File: config.mk
export PLATFORM = sky130hd
export DESIGN_NAME = tx_f36_scheduler
export DESIGN_NICKNAME = d
export VERILOG_FILES = /design/src/rtl/tx_f36_scheduler_pkg.sv /design/src/rtl/tx_f36_scheduler_arbiter.sv /design/src/rtl/tx_f36_scheduler.sv
export SDC_FILE = /design/constraint.sdc
export NUM_CORES = 1
export LEC_CHECK = 0
export BUFFER_PORTS_ARGS = -buffer_cell sky130_fd_sc_hd__clkbuf_2
export CAP_MARGIN = 40
export CORE_ASPECT_RATIO = 0.7
export CORE_MARGIN = 4
export CORE_UTILIZATION = 36
export CTS_CLUSTER_SIZE = 10
export DETAILED_ROUTE_END_ITERATION = 16
export PLACE_DENSITY_LB_ADDON = 0.2
export SETUP_SLACK_MARGIN = 0.05
export SLEW_MARGIN = 10
export SYNTH_ARGS = -nofsm -noshare
export SYNTH_HDL_FRONTEND = slang
export SYNTH_HIERARCHICAL = 1
export SYNTH_SLANG_ARGS = --single-unit
File: constraint.sdc
create_clock -name clk -period 5.8 [get_ports clk]
set_input_delay 0.58 -clock clk [delete_from_list [all_inputs] [get_ports clk]]
set_output_delay 0.58 -clock clk [all_outputs]
set_load 0.005 [all_outputs]
File: src/rtl/tx_f36_scheduler_pkg.sv
// Shared definitions for the tx_f36 packet scheduler.
// Holds the f36 flag bit positions, the source/grant codes, the framing FSM
// state encoding and the header field layout. It also holds a helper that
// assembles the one-word packet header.
package tx_f36_scheduler_pkg;

  // f36 flag bit positions
  localparam int FLAG_SOF     = 0;
  localparam int FLAG_EOF     = 1;
  localparam int FLAG_OCC_LSB = 2;
  localparam int FLAG_OCC_MSB = 3;

  // Source codes. The same encoding drives the grant port and the header
  // grant field.
  typedef enum logic [1:0] {
    SRC_NONE = 2'b00,
    SRC_PRI  = 2'b01,
    SRC_SEC  = 2'b10
  } src_e;

  typedef enum logic [1:0] {
    ST_IDLE,
    ST_HDR,
    ST_PAYLOAD,
    ST_GAP
  } state_e;

  // Header word layout: [31:30] grant, [29:26] zero, [25:16] len, [15:0] seq
  localparam int HDR_GRANT_LSB = 30;
  localparam int HDR_LEN_LSB   = 16;
  localparam int HDR_LEN_W     = 10;
  localparam int HDR_SEQ_LSB   = 0;
  localparam int HDR_SEQ_W     = 16;

  function automatic logic [31:0] make_header(input src_e                  src,
                                              input logic [HDR_LEN_W-1:0] len,
                                              input logic [HDR_SEQ_W-1:0] seq);
    logic [31:0] h;
    h = '0;
    h[HDR_GRANT_LSB +: 2]       = src;
    h[HDR_LEN_LSB +: HDR_LEN_W] = len;
    h[HDR_SEQ_LSB +: HDR_SEQ_W] = seq;
    return h;
  endfunction

endpackage

File: src/rtl/tx_f36_scheduler_arbiter.sv
// tx_grant_arbiter: chooses the packet source during the IDLE arbitration cycle.
// By default the primary source wins. The secondary source is forced to win
// once it has waited through STARVE_LIMIT consecutive primary grants.
// Ports:
//   clk, reset  - clock and synchronous active-high reset
//   arb_en      - high in the IDLE cycle, when a grant may be issued
//   pri_req     - request from the primary source
//   sec_req     - request from the secondary source
//   grant_sel   - source granted this cycle (SRC_NONE when no grant)
module tx_grant_arbiter
  import tx_f36_scheduler_pkg::*;
#(
  parameter int STARVE_LIMIT = 4
) (
  input  logic clk,
  input  logic reset,
  input  logic arb_en,
  input  logic pri_req,
  input  logic sec_req,
  output src_e grant_sel
);

  localparam int CNT_W = $clog2(STARVE_LIMIT + 1);
  localparam logic [CNT_W-1:0] LIMIT = CNT_W'(STARVE_LIMIT);

  logic [CNT_W-1:0] starve_q, starve_d;

  // NOTE: every signal assigned in always_comb gets a default first, so no
  // path leaves it unassigned and no latch is inferred.
  always_comb begin
    grant_sel = SRC_NONE;
    if (arb_en) begin
      if (pri_req && sec_req) grant_sel = (starve_q == LIMIT) ? SRC_SEC : SRC_PRI;
      else if (pri_req)       grant_sel = SRC_PRI;
      else if (sec_req)       grant_sel = SRC_SEC;
    end
  end

  // Count primary wins that happened while the secondary source was waiting.
  always_comb begin
    starve_d = starve_q;
    if (grant_sel == SRC_SEC)
      starve_d = '0;
    else if (grant_sel == SRC_PRI && sec_req && starve_q != LIMIT)
      starve_d = starve_q + 1'b1;
  end

  // NOTE: sequential state uses non-blocking assignments only, and reset is
  // sampled on the clock edge (synchronous).
  always_ff @(posedge clk) begin
    if (reset) starve_q <= '0;
    else       starve_q <= starve_d;
  end

endmodule

File: src/rtl/tx_f36_scheduler.sv
// tx_f36_scheduler: frames packets from two FWFT FIFOs onto the tx_f36 port.
// One source is granted per packet. The scheduler sends a one-word header and
// then exactly len payload words, passed through from the granted FIFO. It
// then inserts GAP_CYCLES idle cycles before the next arbitration.
// Ports:
//   clk, reset                 - dsp_clk and synchronous active-high reset
//   pri_req/pri_size/pri_d     - primary FIFO: ready flag, length, FWFT data
//   pri_rd                     - primary FIFO pop
//   sec_req/sec_size/sec_d     - secondary FIFO: ready flag, length, FWFT data
//   sec_rd                     - secondary FIFO pop
//   wr_data_o/wr_flags_o       - f36 data and flags (SOF, EOF, occupancy=00)
//   wr_src_rdy_o/wr_dst_rdy_i  - f36 handshake
//   grant                      - active source (01 pri, 10 sec, 00 none)
//   busy                       - high in any state other than IDLE
module tx_f36_scheduler
  import tx_f36_scheduler_pkg::*;
#(
  parameter int STARVE_LIMIT = 4,
  parameter int GAP_CYCLES   = 2,
  parameter int SIZE_W       = 10
) (
  input  logic              clk,
  input  logic              reset,
  input  logic              pri_req,
  input  logic [SIZE_W-1:0] pri_size,
  input  logic [31:0]       pri_d,
  output logic              pri_rd,
  input  logic              sec_req,
  input  logic [SIZE_W-1:0] sec_size,
  input  logic [31:0]       sec_d,
  output logic              sec_rd,
  output logic [31:0]       wr_data_o,
  output logic [3:0]        wr_flags_o,
  output logic              wr_src_rdy_o,
  input  logic              wr_dst_rdy_i,
  output logic [1:0]        grant,
  output logic              busy
);

  localparam int GAP_W = 4;
  localparam logic [GAP_W-1:0] GAP_LAST = GAP_W'(GAP_CYCLES - 1);

  state_e            state_q, state_d;
  src_e              grant_q, grant_d;
  logic [SIZE_W-1:0] len_q, len_d;
  logic [SIZE_W-1:0] cnt_q, cnt_d;
  logic [GAP_W-1:0]  gap_q, gap_d;
  logic [15:0]       seq_pri_q, seq_pri_d;
  logic [15:0]       seq_sec_q, seq_sec_d;

  src_e arb_grant;
  logic xfer;
  logic last_word;

  tx_grant_arbiter #(
    .STARVE_LIMIT (STARVE_LIMIT)
  ) u_arbiter (
    .clk       (clk),
    .reset     (reset),
    .arb_en    (state_q == ST_IDLE),
    .pri_req   (pri_req),
    .sec_req   (sec_req),
    .grant_sel (arb_grant)
  );

  // The f36 side only presents words in HDR and PAYLOAD. A transfer is
  // therefore those states with the sink ready. While the sink is not ready,
  // every counter holds.
  assign xfer      = (state_q == ST_HDR || state_q == ST_PAYLOAD) && wr_dst_rdy_i;
  assign last_word = (cnt_q == len_q);

  // ---------------------------------------------------------------- state reg
  always_ff @(posedge clk) begin
    if (reset) begin
      state_q   <= ST_IDLE;
      grant_q   <= SRC_NONE;
      len_q     <= '0;
      cnt_q     <= '0;
      gap_q     <= '0;
      seq_pri_q <= '0;
      seq_sec_q <= '0;
    end else begin
      state_q   <= state_d;
      grant_q   <= grant_d;
      len_q     <= len_d;
      cnt_q     <= cnt_d;
      gap_q     <= gap_d;
      seq_pri_q <= seq_pri_d;
      seq_sec_q <= seq_sec_d;
    end
  end

  // --------------------------------------------------------------- next state
  always_comb begin
    state_d   = state_q;
    grant_d   = grant_q;
    len_d     = len_q;
    cnt_d     = cnt_q;
    gap_d     = gap_q;
    seq_pri_d = seq_pri_q;
    seq_sec_d = seq_sec_q;
    unique case (state_q)
      ST_IDLE: begin
        if (arb_grant != SRC_NONE) begin
          grant_d = arb_grant;
          len_d   = (arb_grant == SRC_PRI) ? pri_size : sec_size;
          cnt_d   = SIZE_W'(1);
          state_d = ST_HDR;
        end
      end
      ST_HDR: begin
        if (xfer) begin
          if (grant_q == SRC_PRI) seq_pri_d = seq_pri_q + 16'd1;
          else                    seq_sec_d = seq_sec_q + 16'd1;
          gap_d   = '0;
          state_d = (len_q == '0) ? ST_GAP : ST_PAYLOAD;
        end
      end
      ST_PAYLOAD: begin
        if (xfer) begin
          if (last_word) begin
            gap_d   = '0;
            state_d = ST_GAP;
          end else begin
            cnt_d = cnt_q + 1'b1;
          end
        end
      end
      ST_GAP: begin
        if (gap_q == GAP_LAST) begin
          grant_d = SRC_NONE;
          state_d = ST_IDLE;
        end else begin
          gap_d = gap_q + 1'b1;
        end
      end
      default: state_d = ST_IDLE;
    endcase
  end

  // ------------------------------------------------------------------ outputs
  always_comb begin
    wr_data_o    = '0;
    wr_flags_o   = '0;
    wr_src_rdy_o = 1'b0;
    pri_rd       = 1'b0;
    sec_rd       = 1'b0;
    unique case (state_q)
      ST_HDR: begin
        wr_src_rdy_o         = 1'b1;
        wr_data_o            = make_header(grant_q, HDR_LEN_W'(len_q),
                                           (grant_q == SRC_PRI) ? seq_pri_q : seq_sec_q);
        wr_flags_o[FLAG_SOF] = 1'b1;
        wr_flags_o[FLAG_EOF] = (len_q == '0);
      end
      ST_PAYLOAD: begin
        // The FWFT head goes straight through, and the pop follows the sink's
        // ready, so the FIFO advances only on an accepted word.
        wr_src_rdy_o         = 1'b1;
        wr_data_o            = (grant_q == SRC_SEC) ? sec_d : pri_d;
        wr_flags_o[FLAG_EOF] = last_word;
        pri_rd               = (grant_q == SRC_PRI) && wr_dst_rdy_i;
        sec_rd               = (grant_q == SRC_SEC) && wr_dst_rdy_i;
      end
      default: ;
    endcase
  end

  assign grant = grant_q;
  assign busy  = (state_q != ST_IDLE);

endmodule
==> results of run 1 <==
==> cell type report <==
class	instances	area, sq um	area share (%)
inverter	16	60.06	1.113
tap	157	196.4	3.640
sequential	63	1261	23.37
timing repair buffer	135	725.7	13.45
multi-input combinational	435	2844	52.70
clock buffer	11	252.7	4.684
clock inverter	5	56.30	1.043
==> per-layer routing <==
metal	routed length, um	up-vias
met5	0	-
met4	102	0
met3	983	7
met2	5296	147
met1	6480	1979
li1	-	2165
==> power by group through the flow <==
stage | clock network [uW] | registers (uW) | logic, uW
final | 549 | 550 | 837
after global placement | 0 | 554 | 775
after floorplan | 0 | 528 | 576
after detailed placement | 0 | 557 | 838
after CTS | 564 | 548 | 841
after global routing | 583 | 556 | 934
==> kinds of logic after synthesis <==
logic type                 after synthesis  synth area share, %
and+or+nand+nor                        233                27.15
AOI/OAI and AO/OA                       99                15.03
DFF                                     63                29.30
muxes                                   54                13.02
buffers and inverters                   49                4.883
xor gates and xnor gates                36                7.326
adders and majority gates               11                3.198
other                                    1              0.08713
==> worst paths after layout <==
kind                                       startpoint               endpoint  slack (ns)  depth (start not counted)
worst max register to register             state_q[0]               cnt_q[4]        2.91                          6
worst min register to register  u_arbiter/starve_q[0]  u_arbiter/starve_q[0]        0.49                          2
worst max-delay path                         cnt_q[2]          wr_flags_o[1]        2.78                          6
worst min-delay path            u_arbiter/starve_q[0]  u_arbiter/starve_q[0]        0.49                          2
==> critical path, stage by stage, from the launching register on <==
cell and delay, ns:
dfxtp_1 0.48, xnor2_1 0.16, nand4_1 0.20, nor3_2 0.80
nand2_1 0.10, a21boi_0 0.21, clkbuf_2 0.14
==> per-stage QoR <==
step / setup WS, ns / cells / cell area [sq um] / util, % / total power [uW]
2_1_floorplan: 3.522 / 547 / 4308 / - / 1104
3_3_place_gp: 2.833 / 803 / 5032 / 43.07 / 1329
3_5_place_dp: 2.945 / 806 / 5087 / 43.54 / 1395
4_1_cts: 2.771 / 822 / 5396 / 46.18 / 1952
5_1_grt: 2.468 / 822 / 5396 / 46.18 / 2073
6_report: 2.785 / 822 / 5396 / 46.18 / 1937
==> registers in the layout, summed over array words and instances (netlist names) <==
name	flops
cnt_q	10
seq_sec_q	16
grant	2
seq_pri_q	16
state_q	2
gap_q	4
u_arbiter/starve_q	3
len_q	10
==> cells in the final DEF (no fill, tap or decap), drive strengths merged, types with 2 or more instances in the layout <==
master,instances
nand4,15
xnor2,21
conb,2
a31oi,8
o21a,2
nor2,49
clkbuf,139
ha,11
dfxtp,63
and3,5
and4,2
a21oi,17
or3,11
buf,7
o21ai,36
o41ai,3
nor2b,5
a211oi,10
o22ai,2
xor2,15
nor3,11
a311o,2
or4,6
a22oi,2
nor4,5
clkinv,3
nand3,18
mux2,16
nand2,67
o211ai,7
a21boi,3
and2,30
nor3b,4
mux2i,38
inv,16
==> impl_metrics.csv, run 1 <==
group,metric,value,unit
synthesis,synth.cell_area,4304,sq um
synthesis,avgSynthCellArea,7.883,sq um
timing,period_needed,3.015,ns
clocking,htreeDepth,3,
synthesis,synthArstFlopShare,0,%
detailed_routing,drt-initial-drc-count,278,
flow_run,drv_cap,0,
floorplan,dieWidth,138.7,um
global_routing,grt_usage,18.42,%
synthesis,synth-seq-area-share,29.30,%
global_routing,use_met2,26.31,%
synthesis,synth_top_cells_by_area,"dfxtp_1 29%, mux2i_1 8.8%, nand2_1 5.7%",
timing,hold_ws,0.4898,ns
clocking,cts.sinks,63,
critical_path,crit_fanout,17,
floorplan,initial_utilization,36.83,%
finish,fill_cells,1154,
clocking,clock-root-buffer,"clkbuf_16",
detailed_routing,viasPerCell,5.229,
power_and_ir_drop,ir_drop,0.0001730,V
placed_design,gp_congestion,0.8674,
timing,hold_viol,0,
synthesis,synth_flop_cell,"dfxtp_1",
clocking,clkLatencyLatePin,0.33,ns
critical_path,worst_setup_path_end_kind,"primary output",
clocking,cts_tree,"done",
global_routing,grt_pass1_vias,4106,
clocking,numCtsBuffers,9,
timing,setup-tns-final,0,ns
synthesis,yosysTopAreaCellShare,29.30,%
clocking,cts_resized,0,
detailed_routing,drc,0,
synthesis,synth-edff-count,0,
timing,slew_headroom,39.34,%
global_routing,antenna_found_initial,0,
detailed_routing,drt-total-wl,12860,um
synthesis,ys_warn_count,6,
power_and_ir_drop,seqPwrFrac,28.4,%
global_routing,grt_max_degree,64,
placed_design,port_buffers,128,
critical_path,critical_path_class,"reg -> out",
timing,finalClockSkew,0.005199,ns
global_routing,grtUsageMet3,5.574,%
placed_design,hpwlAfterDp,9673,um
run_status,outcome,"complete, no violations",
clocking,cts_buffer_depth,2,
synthesis,yosys-top-cells-count,"65 x nand2_1, 63 x dfxtp_1, 49 x nor2_1",
power_and_ir_drop,power_frac_clock,28.4,%
detailed_routing,first_pass_iters,5,
floorplan,io_pins,131,
critical_path,required,5.22,ns
critical_path,critical_path_arrival,2.44,ns
finish,fin_nets,760,
timing,maxSlewViolCount,0,
timing,grt_setup_unrepaired,"false",
power_and_ir_drop,powerDensity,358.9,nW/um^2
clocking,clk_pin_slew,0.05,ns
floorplan,die_h,99.48,um
power_and_ir_drop,power_switching_share,40.22,%
synthesis,synth.most_common_cell,"nand2_1",
detailed_routing,ant_nets,0,
floorplan,rows,33,
global_routing,grt.busiest_layer,"met1",
power_and_ir_drop,leakage,0.002135,uW
power_and_ir_drop,p_switching,779.0,uW
synthesis,yosysUniqueCellTypes,54,
timing,setup_violations,0,
finish,drive_above_1_share,27.07,%
clocking,cts_setup_buffers,0,
finish,insertedDiodeCount,0,
detailed_routing,routedWlPerCell,15.65,um
power_and_ir_drop,intPower,1158,uW
detailed_routing,vias,4298,
synthesis,synthCells,546,
critical_path,critPathLaunchType,"flip-flop",
global_routing,gr-usage-met1,26.91,%
power_and_ir_drop,p_comb_share,43.2,%
global_routing,grt_pass1_wl,20750,um
global_routing,overflow,0,
finish,area_growth,25.38,%
floorplan,die_area,13800,sq um
timing,period_share,51.99,%
floorplan,core_area,11690,sq um
synthesis,ys_ff_latch,63,
worst_hold_path,hp-class,"reg -> reg",
timing,max_freq,331.6,MHz
timing,worst_pin_slew,0.9049,ns
synthesis,synth_area_leader_cell,"dfxtp_1",
clocking,postCtsHoldBufs,0,
(Power assumes the default switching activity.)
==> run 2: changes to the inputs <==
==> constraint.sdc (replaced) <==
create_clock -name clk -period 2.7 [get_ports clk]
set_input_delay 0.27 -clock clk [delete_from_list [all_inputs] [get_ports clk]]
set_output_delay 0.27 -clock clk [all_outputs]
set_load 0.005 [all_outputs]
==> impl_metrics.csv, run 2 (synthesis results as in run 1) <==
group,metric,value,unit
timing,worst_pin_slew,0.8465,ns
clocking,cts_tree,"done",
floorplan,dieWidth,138.7,um
detailed_routing,drt-total-wl,12720,um
timing,finalClockSkew,0.004363,ns
global_routing,antenna_found_initial,0,
placed_design,hpwlAfterDp,9781,um
detailed_routing,drt-initial-drc-count,341,
flow_run,drv_cap,0,
detailed_routing,first_pass_iters,5,
placed_design,port_buffers,128,
clocking,cts_setup_buffers,0,
critical_path,crit_slowest_cell,"or3_1",
timing,setup-tns-final,0,ns
detailed_routing,ant_nets,0,
detailed_routing,vias,4351,
critical_path,cpMostUsedCell,"or3_1",
finish,final_common_cell,"clkbuf_2",
detailed_routing,wl_met1,6415,um
power_and_ir_drop,powerDensity,775.8,nW/um^2
finish,area_growth,26.66,%
clocking,clkLatencyLatePin,0.33,ns
clocking,cts_resized,0,
detailed_routing,routed.top_layer,"met4",
floorplan,io_pins,131,
global_routing,grt_pass1_wl,21090,um
clocking,cts_buffer_depth,2,
finish,layout_common_cells,"128 x clkbuf_2, 65 x nand2_1, 63 x dfxtp_1, 48 x nor2_1, 38 x mux2i_1",
detailed_routing,dr_wl_met2,5261,um
worst_hold_path,holdPathStages,3,
worst_hold_path,hp-class,"in -> reg",
critical_path,worst_setup_path_end_kind,"flip-flop",
timing,setup_violations,0,
timing,period_needed,2.429,ns
finish,insertedDiodeCount,0,
floorplan,die_h,99.48,um
run_status,outcome,"complete, no violations",
detailed_routing,routedWlPerCell,15.33,um
timing,maxSlewViolCount,0,
critical_path,required,2.94,ns
finish,drive_above_1_share,28.08,%
finish,utilization,46.65,%
global_routing,grt_usage,18.63,%
detailed_routing,viasPerCell,5.242,
critical_path,r2r.worst_path.cells,9,
critical_path,critPathLaunchType,"flip-flop",
finish,fin_nets,768,
floorplan,die_area,13800,sq um
global_routing,grt_max_degree,63,
timing,slew_headroom,43.05,%
clocking,clk_pin_slew,0.05,ns
finish,top_regs,"seq_pri_q: 16 flops, seq_sec_q: 16 flops",
critical_path,critical_path_class,"reg -> reg",
critical_path,critical_path_arrival,2.67,ns
floorplan,core_area,11690,sq um
clocking,clock-root-buffer,"clkbuf_16",
critical_path,crit_fanout,4,
global_routing,grt_pass1_vias,4151,
timing,period_share,89.96,%
timing,max_freq,411.7,MHz
timing,grt_setup_unrepaired,"false",
critical_path,slowest_delay,0.38,ns
clocking,postCtsHoldBufs,0,
detailed_routing,wl_met3,947,um
detailed_routing,drc,0,
power_and_ir_drop,leakage,0.002172,uW
floorplan,rows,33,
floorplan,initial_utilization,36.83,%
global_routing,overflow,0,
clocking,numCtsBuffers,9,
placed_design,gp_congestion,0.8579,
clocking,htreeDepth,3,
clocking,cts.sinks,63,
timing,hold_viol,0,
critical_path,crit_chain,"inv_1, ha_1, a21boi_0, nor2_2, nor3b_1, a211o_1, or3_1, or3_1, a221oi_2",
power_and_ir_drop,ir_drop,0.0003781,V
==> run 2: changes by cell type in the layout (fill, tap and decap cells not counted), sizes merged <==
cell	change
clkinv	-2
clkinvlp	-1
clkbuf	+2
bufinv	+1
buf	+8
==> run 2: routing by layer <==
layer | GRT usage [%] | up-vias
met5 | 0 | -
met1 | 26.92 | 2013
met2 | 28.04 | 158
met4 | 3.985 | 0
met3 | 4.901 | 9
li1 | - | 2171
==> run 2: per-stage QoR <==
stage / setup WS (ns) / std cells / area, sq um / hold WS (ns) / total power (uW)
finish: 0.2711 / 830 / 5451 / 0.2671 / 4229
CTS: 0.1880 / 830 / 5440 / 0.2484 / 4249
detailed placement: 0.2167 / 814 / 5115 / 0.4784 / 2981
floorplan: 0.4219 / 547 / 4308 / 0.3391 / 2371
global route: 0.07739 / 830 / 5451 / 0.2863 / 4541
global placement: 0.3177 / 814 / 5115 / 0.4683 / 2938
==> run 2: power by group <==
part	total (uW)	switching, uW	leakage (uW)	internal, uW
combinational	1790	1080	0.00150	704
sequential	1180	158	0.000511	1030
clock	1260	401	0.000160	857
total	4230	1640	0.00217	2590
==> run 2: path summary, 6_finish.rpt <==
path | startpoint | to | slack, ns
max | u_arbiter/starve_q[0] | cnt_q[9] | 0.27
min | sec_size[9] | len_q[9] | 0.27
max reg2reg | u_arbiter/starve_q[0] | cnt_q[9] | 0.27
min reg2reg | gap_q[3] | gap_q[3] | 0.49
==> run 2: area by class of cell <==
type / instances / area (sq um)
fillers: 1174 / 6233
well taps: 157 / 196.4
multi-input cells: 435 / 2855
clock inverters: 3 / 65.06
inverters: 16 / 60.06
flip-flops and latches: 63 / 1261
clock buffers: 13 / 260.3
repair buffers: 143 / 753.2
==> run 2: critical path, delay by kind of cell, from the launching register on <==
family | cells | cell delay [ns]
and+or+nand+nor | 4 | 1.05
AOI/OAI and AO/OA | 3 | 0.68
DFF | 1 | 0.32
adders and majority gates | 1 | 0.20
buffers and inverters | 1 | 0.09
==> run 3: changes to the inputs <==
--- a/config.mk
+++ b/config.mk
@@ -10,6 +10,7 @@
 export CORE_ASPECT_RATIO = 0.7
 export CORE_MARGIN = 4
 export CORE_UTILIZATION = 36
+export CTS_BUF_LIST = sky130_fd_sc_hd__clkbuf_8
 export CTS_CLUSTER_SIZE = 10
 export DETAILED_ROUTE_END_ITERATION = 16
 export PLACE_DENSITY_LB_ADDON = 0.2
==> impl_metrics.csv, run 3 (synthesis results as in run 1) <==
group,metric,value,unit
run_status,outcome,"complete, no violations",
detailed_routing,vias,4329,
detailed_routing,routedWlPerCell,15.26,um
finish,area_growth,24.30,%
critical_path,critical_path_arrival,2.17,ns
worst_hold_path,hp-class,"in -> reg",
power_and_ir_drop,leakage,0.002134,uW
clocking,numCtsBuffers,9,
detailed_routing,ant_nets,0,
placed_design,numPlacedInstances,814,
power_and_ir_drop,power_frac_clock,23.8,%
finish,insertedDiodeCount,0,
critical_path,critical_path_class,"reg -> out",
critical_path,worst_setup_path_end_kind,"primary output",
finish,fin_area,5350,sq um
power_and_ir_drop,p_comb_share,45.8,%
timing,slew_headroom,43.01,%
finish,final_common_cell,"clkbuf_2",
global_routing,grt_usage,18.59,%
finish,fill_cells,1186,
global_routing,overflow,0,
global_routing,grt_pass1_wl,21070,um
power_and_ir_drop,ir_drop,0.0003273,V
finish,layout_common_cells,"128 x clkbuf_2, 65 x nand2_1, 63 x dfxtp_1, 48 x nor2_1, 38 x mux2i_1",
detailed_routing,drc,0,
placed_design,gp_congestion,0.8579,
global_routing,grt_pass1_vias,4174,
clocking,cts_tree,"done",
placed_design,placed_cell_area,5115,sq um
critical_path,required,2.43,ns
detailed_routing,drt-initial-drc-count,313,
power_and_ir_drop,power_switching_share,41.13,%
floorplan,die_area,13800,sq um
clocking,clkLatencyLatePin,0.35,ns
floorplan,rows,33,
timing,setup_violations,0,
finish,drive_above_1_share,28.08,%
floorplan,core_area,11690,sq um
timing,finalClockSkew,0.009081,ns
critical_path,crit_fanout,17,
finish,multi_input_area,2855,sq um
clocking,cts_buffer_depth,2,
timing,grt_setup_unrepaired,"false",
global_routing,antenna_found_initial,0,
placed_design,port_buffers,128,
clocking,clk_pin_slew,0.07,ns
clocking,cts_setup_buffers,0,
power_and_ir_drop,intPower,2292,uW
detailed_routing,first_pass_iters,5,
clocking,htreeDepth,3,
floorplan,io_pins,131,
timing,max_freq,409.7,MHz
power_and_ir_drop,p_switching,1601,uW
clocking,cts.sinks,63,
power_and_ir_drop,seqPwrFrac,30.4,%
detailed_routing,viasPerCell,5.216,
placed_design,hpwlAfterDp,9781,um
global_routing,grt_max_degree,63,
clocking,clock-root-buffer,"clkbuf_8",
timing,hold_viol,0,
timing,setup-tns-final,0,ns
power_and_ir_drop,powerDensity,727.6,nW/um^2
detailed_routing,drt-total-wl,12670,um
timing,period_needed,2.441,ns
floorplan,die_h,99.48,um
finish,stdcell_count,830,
timing,worst_pin_slew,0.8470,ns
timing,hold_ws,0.2496,ns
floorplan,initial_utilization,36.83,%
timing,period_share,90.41,%
finish,seq_area,1261,sq um
flow_run,drv_cap,0,
finish,fin_nets,768,
finish,top_regs,"seq_pri_q: 16 flops, seq_sec_q: 16 flops",
floorplan,dieWidth,138.7,um
timing,maxSlewViolCount,0,
critical_path,critPathLaunchType,"flip-flop",
## run 3: cell count changes in the layout (fill, tap and decap cells not counted)
cell	change
clkbuf_8	+9
inv_1	+2
clkbuf_1	-2
clkbuf_16	-9
## run 3: worst paths after layout
| path | startpoint | to | slack [ns] | cells after the start |
|---|---|---|---|---|
| min | sec_size[3] | len_q[3] | 0.25 | 3 |
| min reg2reg | gap_q[3] | gap_q[3] | 0.49 | 1 |
| max | grant[0] | wr_data_o[7] | 0.26 | 7 |
| max reg2reg | u_arbiter/starve_q[0] | cnt_q[9] | 0.27 | 9 |
## run 3: power by group through the flow
stage	combinational [uW]	clock [uW]	sequential [uW]
floorplan	1240	0	1130
global placement	1740	0	1200
detailed placement	1780	0	1200
CTS	1790	950	1180
global route	2010	993	1200
finish	1780	928	1180
## run 3: area by class of cell
type	count	area share [%]
clock buffers	11	2.830
repair buffers	143	14.08
inverters	16	1.123
flip-flops and latches	63	23.57
well taps	157	3.672
multi-input cells	435	53.37
clock inverters	5	1.356
## run 3: critical path: stages, from the launching register on
cell and delay, ns:
dfxtp_1 0.57, nor2b_1 0.18, buf_4 0.27, mux2_2 0.40, nand2_1 0.07, o21ai_0 0.07, and2_1 0.16, clkbuf_2 0.11
## run 3: metrics by stage
| stage | setup slack, ns | power (uW) | utilization (%) |
|---|---|---|---|
| after floorplan | 0.4219 | 2371 | - |
| final | 0.2590 | 3893 | 45.79 |
| after global routing | 0.06430 | 4201 | 45.79 |
| after CTS | 0.1857 | 3915 | 45.69 |
| after global placement | 0.3177 | 2938 | 43.77 |
| after detailed placement | 0.2167 | 2981 | 43.77 |
## run 3: metal layers
layer	vias to the layer above	routed length, um	GRT usage (%)	part of all wire [%]
li1	2175	-	-	-
met1	1999	6395	26.66	50
met2	147	5207	28.15	41
met3	8	961	4.998	7.6
met4	0	102	3.985	0.81
met5	-	0	0	0
## run 3: timing repair
item                                    in CTS  in global routing
endpoints found under the setup margin       0                  5
hold endpoints to repair                     0                  0
hold buffers                                 0                  0
resized for setup                            0                  3
